<file path="config.mk">
export PLATFORM = sky130hd
export DESIGN_NAME = instr_encoder
export DESIGN_NICKNAME = d
export VERILOG_FILES = /design/src/rtl/instr_encoder.sv
export SDC_FILE = /design/constraint.sdc
export NUM_CORES = 1
export LEC_CHECK = 0
export CAP_MARGIN = 20
export CORE_MARGIN = 4
export CORE_UTILIZATION = 48
export DETAILED_ROUTE_END_ITERATION = 12
export PLACE_DENSITY = 0.81
export SYNTH_ARGS = -nofsm -noshare
export SYNTH_HDL_FRONTEND = slang
export SYNTH_SLANG_ARGS = --single-unit
</file>
<file path="constraint.sdc">
create_clock -name clk -period 2.4 [get_ports clk]
set_input_delay 0.48 -clock clk [delete_from_list [all_inputs] [get_ports clk]]
set_output_delay 0.48 -clock clk [all_outputs]
set_load 0.02 [all_outputs]
</file>
<file path="src/rtl/instr_encoder.sv">
// Encodes MIPS-style instruction requests into 32-bit words and writes them
// to a 256-word instruction memory; `ENC_CHECKSUM_EN adds an XOR checksum.
// Ports:
//   clk, rst_n (sync, active-low)
//   in_valid/in_ready handshake
//   in_kind, in_aluctr, in_rs/rt/rd, in_imm, in_target, in_last
//   mem_we, mem_addr, mem_wdata: memory write port
//   done, err: one-cycle pulses
//   full: address 255 has been written
//   checksum: running XOR of written words (0 without the macro)
module instr_encoder (
  input  logic        clk,
  input  logic        rst_n,
  input  logic        in_valid,
  output logic        in_ready,
  input  logic [2:0]  in_kind,
  input  logic [2:0]  in_aluctr,
  input  logic [4:0]  in_rs,
  input  logic [4:0]  in_rt,
  input  logic [4:0]  in_rd,
  input  logic [15:0] in_imm,
  input  logic [25:0] in_target,
  input  logic        in_last,
  output logic        mem_we,
  output logic [7:0]  mem_addr,
  output logic [31:0] mem_wdata,
  output logic        done,
  output logic        err,
  output logic        full,
  output logic [31:0] checksum
);

  typedef enum logic [2:0] {
    IDLE, ENCODE, WRITE, DONE, HALT
  } state_t;

  state_t state, state_n;

  logic [2:0]  kind, aluctr;
  logic [4:0]  rs, rt, rd;
  logic [15:0] imm;
  logic [25:0] target;
  logic        last;
  logic [7:0]  ptr;
  logic        full_q;
  logic [7:0]  addr_q;
  logic [31:0] wdata_q;

  logic [5:0]  funct;
  logic [4:0]  shamt;
  logic        bad_alu, bad;
  logic [31:0] word;
  logic        xfer;

  assign in_ready = rst_n && (state == IDLE) && !full_q;
  assign xfer     = in_valid && in_ready;
  assign mem_we   = (state == WRITE);
  assign done     = (state == DONE);
  assign err      = (state == ENCODE) && bad;
  assign full     = full_q;
  assign mem_addr  = addr_q;
  assign mem_wdata = wdata_q;

  always_comb begin
    funct   = 6'h00;
    shamt   = 5'd0;
    bad_alu = 1'b0;
    case (aluctr)
      3'd0: funct = 6'h20;
      3'd1: funct = 6'h22;
      3'd2: funct = 6'h24;
      3'd3: funct = 6'h25;
      3'd4: funct = 6'h26;
      3'd5: begin
        funct = 6'h00;
        shamt = imm[4:0];
      end
      3'd6: begin
        funct = 6'h02;
        shamt = imm[4:0];
      end
      default: bad_alu = 1'b1;
    endcase
  end

  always_comb begin
    word = 32'd0;
    bad  = 1'b0;
    case (kind)
      3'd0: begin
        word = {6'h00, rs, rt, rd, shamt, funct};
        bad  = bad_alu;
      end
      3'd1: word = {6'h0d, rs, rt, imm};
      3'd2: word = {6'h23, rs, rt, imm};
      3'd3: word = {6'h2b, rs, rt, imm};
      3'd4: word = {6'h04, rs, rt, imm};
      3'd5: word = {6'h02, target};
      default: bad = 1'b1;
    endcase
  end

  always_comb begin
    state_n = state;
    case (state)
      IDLE:   if (xfer) state_n = ENCODE;
      ENCODE: state_n = bad ? IDLE : WRITE;
      WRITE: begin
        if (last)
          state_n = DONE;
        else if (ptr == 8'hff)
          state_n = HALT;
        else
          state_n = IDLE;
      end
      DONE:   state_n = IDLE;
      HALT:   state_n = HALT;
      default: state_n = IDLE;
    endcase
  end

  always_ff @(posedge clk) begin
    if (!rst_n) begin
      state   <= IDLE;
      kind    <= 3'd0;
      aluctr  <= 3'd0;
      rs      <= 5'd0;
      rt      <= 5'd0;
      rd      <= 5'd0;
      imm     <= 16'd0;
      target  <= 26'd0;
      last    <= 1'b0;
      ptr     <= 8'd0;
      full_q  <= 1'b0;
      addr_q  <= 8'd0;
      wdata_q <= 32'd0;
    end else begin
      state <= state_n;
      if (xfer) begin
        kind   <= in_kind;
        aluctr <= in_aluctr;
        rs     <= in_rs;
        rt     <= in_rt;
        rd     <= in_rd;
        imm    <= in_imm;
        target <= in_target;
        last   <= in_last;
      end
      // Output port registers only change when a legal word is staged.
      if (state == ENCODE && !bad) begin
        addr_q  <= ptr;
        wdata_q <= word;
      end
      // Pointer saturates at 255; full marks that the last slot is used.
      if (state == WRITE) begin
        if (ptr == 8'hff)
          full_q <= 1'b1;
        else
          ptr <= ptr + 8'd1;
      end
      if (state == DONE) begin
        ptr    <= 8'd0;
        full_q <= 1'b0;
      end
    end
  end

`ifdef ENC_CHECKSUM_EN
  logic [31:0] cks;

  always_ff @(posedge clk) begin
    if (!rst_n)
      cks <= 32'd0;
    else if (state == WRITE)
      cks <= cks ^ wdata_q;
  end

  assign checksum = cks;
`else
  assign checksum = 32'd0;
`endif

endmodule

</file>
==> results of run 1 <==
[cell type report]
type                       instances  area (sq um)  area share
sequential                       115          2300       0.345
multi-input combinational        447          2350       0.352
clock buffer                      21           449      0.0673
clock inverter                    10           156      0.0234
inverter                           2          7.51     0.00112
antenna                            1          2.50    0.000375
timing repair buffer             126          1240       0.186
tap                              133           166      0.0249
[registers in the layout, indices dropped and copies added (netlist names)]
| register | flops |
|---|---|
| rt | 5 |
| target | 26 |
| rd | 5 |
| kind | 3 |
| full | 1 |
| state | 3 |
| mem_addr | 8 |
| imm | 16 |
| mem_wdata | 31 |
| last | 1 |
| aluctr | 3 |
| ptr | 8 |
| rs | 5 |
[stage by stage]
stage / util / power, mW / hold slack [ps] / setup slack (ps)
floorplan: - / 2.59 / 433 / 627
global placement: 0.612 / 2.86 / 442 / 249
detailed placement: 0.612 / 2.88 / 447 / 213
CTS: 0.673 / 5.44 / 454 / 28.5
global route: 0.674 / 5.62 / 471 / 10.1
finish: 0.674 / 5.43 / 450 / 50.1
[cells in the mapped netlist (2+ instances only)]
cell type	instances
nor2b_1	5
a22oi_1	8
mux2_2	17
dfxtp_1	115
buf_2	12
and4b_1	2
buf_4	36
a221oi_1	3
or2_2	5
a31oi_1	2
inv_2	2
or3b_1	2
a222oi_1	5
nor4_1	2
nor2_1	25
clkbuf_1	31
and3_1	3
nand3_1	4
o211ai_1	3
or3_1	3
o21ai_0	20
a32oi_1	10
a21oi_1	99
a211oi_1	11
xor2_1	5
nor3_1	6
nand2_1	156
[layer usage]
metal | vias to the layer above | share of wire | global-route usage
met4 | 0 | 0.021 | 0.0944
li1 | 2237 | - | -
met1 | 2174 | 0.42 | 0.304
met2 | 226 | 0.48 | 0.371
met5 | - | 0 | 0
met3 | 27 | 0.082 | 0.0546
[what timing repair did]
action                     4_1_cts  5_1_grt
gates resized for setup          5        3
pin swaps                        0        0
setup endpoints to repair        3        2
setup buffers                    0        0
[worst paths after layout]
check,cells after the start,startpoint,to,slack [ps]
worst max-delay path,3,state[0]$_SDFFE_PN0P_,err,50
worst min-delay path,2,mem_addr[6]$_SDFFE_PN0P_,mem_addr[6]$_SDFFE_PN0P_,450
worst max register to register,5,state[0]$_SDFFE_PN0P_,mem_wdata[27]$_SDFFE_PN0P_,390
worst min register to register,2,mem_addr[6]$_SDFFE_PN0P_,mem_addr[6]$_SDFFE_PN0P_,450
[power breakdown]
group	total [mW]	internal [mW]	leakage, nW	switching [mW]
Clock	2.57	1.73	0.298	0.842
Combinational	0.755	0.330	1.22	0.425
Sequential	2.11	2.02	0.937	0.0839
Total	5.43	4.08	2.45	1.35
[cells by family (layout without fill, tap and decap cells)]
family,after synthesis,in the layout,synth area share
AO/OA/AOI/OAI,167,167,0.199
XOR/XNOR,6,6,0.0106
adder cells (fa/ha/maj),1,1,0.00252
buffers and inverters,81,159,0.0915
flip-flops,115,115,0.464
multiplexers,18,18,0.0406
other,1,34,0.000756
AND/OR/NAND/NOR,222,222,0.191
[tightest hold or removal path, delay by kind of cell, from the launching register on]
kind / cells / cell delay (ps)
DFF: 1 / 300
and+or+nand+nor: 1 / 50
AOI/OAI and AO/OA: 1 / 50
==> results.md, run 1 <==
* Status: completed
* DRT iter0 DRCs at 336
* Worst Max-Slew Pin Slew at 825 ps
* PwrDens at 813 nW/um^2
* Fmax achieved at about 430 MHz
* DP Area at between 6000 and 7000 sq um
* Worst skew pair latency at around 510 ps
* Setup-failing EPs final at 0
* Die height at between 100 and 150 um
* Hold-fix buffers, CTS at 0
* Leak at roughly 2.5 nW
* Worst relative slew slack at 0.447
* Initial antenna violation count at 1
* Layout cells sized above 1 at 0.105
* Area fraction of the dominant cell type after synthesis at 0.464
* Fraction of registers with async set/reset at 0
* Post-route cell area at between 6000 and 7000 sq um
* Placed Cells at between 800 and 900
* Total gr overflow at 0
* Post-synth EDFFs at 0
* Final RePlAce weighted congestion at approximately 0.86
* Distinct cells, synth at 46
* Syn Area/Cell at about 8.1 sq um
* Worst min-delay path category: reg -> reg
* Top post-synthesis cells by area: dfxtp_1 46%, nand2_1 12%, a21oi_1 10%
* Most frequent cells in the layout: 156 x nand2_1, 114 x dfxtp_1, 107 x clkdlybuf4s50_1
* Fin cells at about 860
* First-pass GRT wire length at 21.8 mm
* Total GRT Usage at 0.232
* CTS Sinks at ~120
* Post-synthesis sequential area ratio at 0.464
* Worst setup path class: reg -> out
* CP delay by family, top: simple AND/OR/NAND/NOR gates
* CP max FO at 8
* DRC violations left at 0
* DIE AREA at around 12000 sq um
* Cell area after synthesis at slightly below 5000 sq um
* Largest net degree at the start of global routing at 65
* CTS tree: yes
* Min Tclk post-route at between 2000 and 2500 ps
* Ys flop type: dfxtp_1
* Drt first pass iters at 5
* Drt via density at between 5 and 6
* Post-DP HPWL at approximately 9.2 mm
* Hold Vio Cnt, Final at 0
* Final Slew Violations at 0
* Number of synthesized register bits at about 120
* Slowest stage delay, CP at roughly 450 ps
* IO Count at between 100 and 150
* Worst IR Drop VDD at 0.000524 V
* Starting density of the core at 0.501
* Worst-path clk slew at around 60 ps
* Via count at roughly 4700
* Core footprint at 9910 sq um
* Worst Path Required at about 1900 ps
* MaxCap Viol Count at 0
* Crit-path cells: or3b_4 -> nor2_1 -> clkdlybuf4s15_2
* Startpoint Class: flip-flop
* Yosys warnings at 0
* Final TNS setup at 0 ps
* Area grow syn2layout at 34.6%
* Post-Syn Instances at between 600 and 700
* Num CTS Buffers at 17
* Final clock skew at 9.73 ps
* Fillers at roughly 790
* Crit path buffers/inverters at 1
* Arrival time worst endpoint at 1870 ps
* RSZ-0062 raised after global routing: false
* Antenna Nets Post-Route at 0
* Die width at about 110 um
* Fin nets at around 780
* Clock tree buffer depth at 2
* Dominant cell type by area after synthesis: dfxtp_1
* Ratio of final minimum period to clock period at 0.979
* Setup crit end kind: output port
* Vias in the first global route at 4453
* Most common library cell in the layout ignoring fill and taps: nand2_1
* Wire per inst at 16.2 um
* Row count at 36
* H-tree Lvls at 4
* PortBufs at between 100 and 150
* Slowest cell on crit path: dfxtp_1
* Final wirelength at 13.8 mm
* Root buffer cell: clkbuf_8
No activity file was read; power rests on OpenSTA's default activity.
==> run 2: changes to the inputs <==
--- a/config.mk
+++ b/config.mk
@@ -7,9 +7,10 @@
 export LEC_CHECK = 0
 export CAP_MARGIN = 20
 export CORE_MARGIN = 4
-export CORE_UTILIZATION = 48
+export CORE_UTILIZATION = 60
 export DETAILED_ROUTE_END_ITERATION = 12
-export PLACE_DENSITY = 0.81
+export DONT_BUFFER_PORTS = 1
+export PLACE_DENSITY = 0.76
 export SYNTH_ARGS = -nofsm -noshare
 export SYNTH_HDL_FRONTEND = slang
 export SYNTH_SLANG_ARGS = --single-unit
==> run 2 against run 1 <==
Critical path depth fell by 1. Sequential share of layout area rose by 6.8 points. Via count is 11% lower. Setup slack improved by 37 ps. Clock power increased by 12%. Fmax rose by 1.6%. Cell area down 16%. Clock skew decreased by 4.2 ps. Combinational power shrank 40%. Highest routed layer unchanged.
==> results.md, run 2 (same netlist as run 1, synthesis figures left out) <==
* PwrDens at between 900 and 1000 nW/um^2
* Final RePlAce weighted congestion at between 0.8 and 0.9
* Fin nets at 665
* WHS Endpoint: target[1]$_SDFFE_PN0P_
* Worst hold margin at roughly 90 ps
* Drt first pass iters at 5
* R2r setup slk at roughly 380 ps
* PortBufs at 0
* Comb power frac at 0.083
* Final Slew Violations at 0
* Area grow syn2layout at 12.4%
* Largest register FFs at 31
* Sw Pwr at between 1 and 1.5 mW
* Worst min-delay path category: in -> reg
* First-pass GRT wire length at a little under 20 mm
* Grt met2 use at 0.395
* Crit Reg-Reg Startpoint: state[0]$_SDFFE_PN0P_
* Worst-path clk slew at ~50 ps
* Total gr overflow at 0
* Final TNS setup at 0 ps
* H-tree Lvls at 4
* Setup-failing EPs final at 0
* Fmax achieved at around 430 MHz
* Die height at 99.0 um
* Worst Path Required at roughly 1900 ps
* Worst Max-Slew Pin Slew at 762 ps
* Initial antenna violation count at 0
* Drt via density at 5.84
* Wire per inst at between 15 and 20 um
* IO Count at ~140
* CTS tree: yes
* Core footprint at between 7000 and 8000 sq um
* Register share of total power at 0.395
* Root buffer cell: clkbuf_8
* Layout cells sized above 1 at 0.118
* DRT iter0 DRCs at around 280
* Clock tree buffer depth at 2
* Num CTS Buffers at 17
* Leak at a little over 2 nW
* R2R cell count at 5
* Final Power at ~5.5 mW
* Final clock skew at roughly 5.6 ps
* Most common library cell in the layout ignoring fill and taps: nand2_1
* Total GRT Usage at 0.253
* Global route hottest layer: met2
* CP max FO at 8
* Setup crit end kind: output port
* Startpoint Class: flip-flop
* Arrival time worst endpoint at ~1800 ps
* Worst setup startpoint: state[0]$_SDFFE_PN0P_
* Postcts setup bufs at 0
* Antenna Nets Post-Route at 0
* CTS Sinks at 115
* Row count at 32
* Hold-fix buffers, CTS at 0
* MaxCap Viol Count at 0
* DIE AREA at just under 10000 sq um
* Post-cts resize count at 0
* Clk pwr share at 0.522
* Min-delay src: in_target[1]
* Worst IR Drop VDD at a little under 0.0005 V
* Pint at about 4.2 mW
* Sw Share at 0.238
* Fillers at 663
* Post-DP HPWL at roughly 8 mm
* Worst hold stages at 2
* Worst setup path class: reg -> out
* Starting density of the core at 0.629
* RSZ-0062 raised after global routing: false
* Min Tclk post-route at 2310 ps
* DRC violations left at 0
* Hold Vio Cnt, Final at 0
* # diodes at 0
* Worst skew pair latency at ~520 ps
* Status: completed
* Ratio of final minimum period to clock period at 0.964
* Die width at 99.0 um
* Worst R2R End: mem_wdata[27]$_SDFFE_PN0P_
* Grt met1 use at 0.321
* Via count at 4155
* Most frequent cells in the layout: 156 x nand2_1, 115 x dfxtp_1, 99 x a21oi_1
* Largest net degree at the start of global routing at 65
* Worst relative slew slack at 0.489
* Vias in the first global route at roughly 4000
* Met3 Use GR at 0.0821
* Final wirelength at 12.5 mm
[run 2: cell types whose count changed in the layout (fill, tap and decap cells not counted), moves of 2 or more]
cell             delta
dlygate4sd2_1       -2
clkbuf_1            -2
clkinv_2            -2
clkdlybuf4s50_1   -107
bufinv_16           +2
clkbuf_8            +3
[run 2: worst max-delay path by stage]
stage / slack [ps] / end / depth (start not counted)
3_3_place_gp: 410 / mem_wdata[10]$_SDFFE_PN0P_ / 4
2_1_floorplan: 630 / err / 4
4_1_cts: 90 / err / 2
5_1_grt: 20 / err / 3
3_5_place_dp: 340 / mem_wdata[6]$_SDFFE_PN0P_ / 4
6_report: 90 / err / 2
[run 2: layer usage]
metal / share of wire / vias up
met4: 0.018 / 0
met1: 0.41 / 1933
li1: - / 2017
met5: 0 / -
met3: 0.095 / 20
met2: 0.47 / 185
[run 2: final cells by class]
type                    instances  area [sq um]  area share
clock buffers                  22           483      0.0865
flip-flops and latches        115          2300       0.413
multi-input cells             447          2340       0.420
repair buffers                 14           118      0.0211
well taps                     102           128      0.0229
clock inverters                 9           198      0.0354
inverters                       2          7.51     0.00135
[run 2: stage by stage]
stage	util	std cells	setup slack (ps)	cell area, sq um
final	0.707	711	86.6	5580
after global routing	0.707	711	23.2	5580
after CTS	0.707	710	85.1	5570
after detailed placement	0.620	679	343	4890
after global placement	0.620	679	414	4890
after floorplan	-	643	627	5080
[run 2: power groups by stage]
stage                     clock network [mW]  logic, mW  registers [mW]
after floorplan                            0      0.417            2.18
after global placement                     0      0.432            2.21
after detailed placement                   0      0.448            2.21
after CTS                               2.89      0.453            2.18
after global routing                    2.98      0.511            2.19
final                                   2.88      0.456            2.18
[run 2: worst max-delay path, stage by stage (launching register included)]
cell and delay (ps):
dfxtp_1 440, or3b_1 460, nor2_1 420
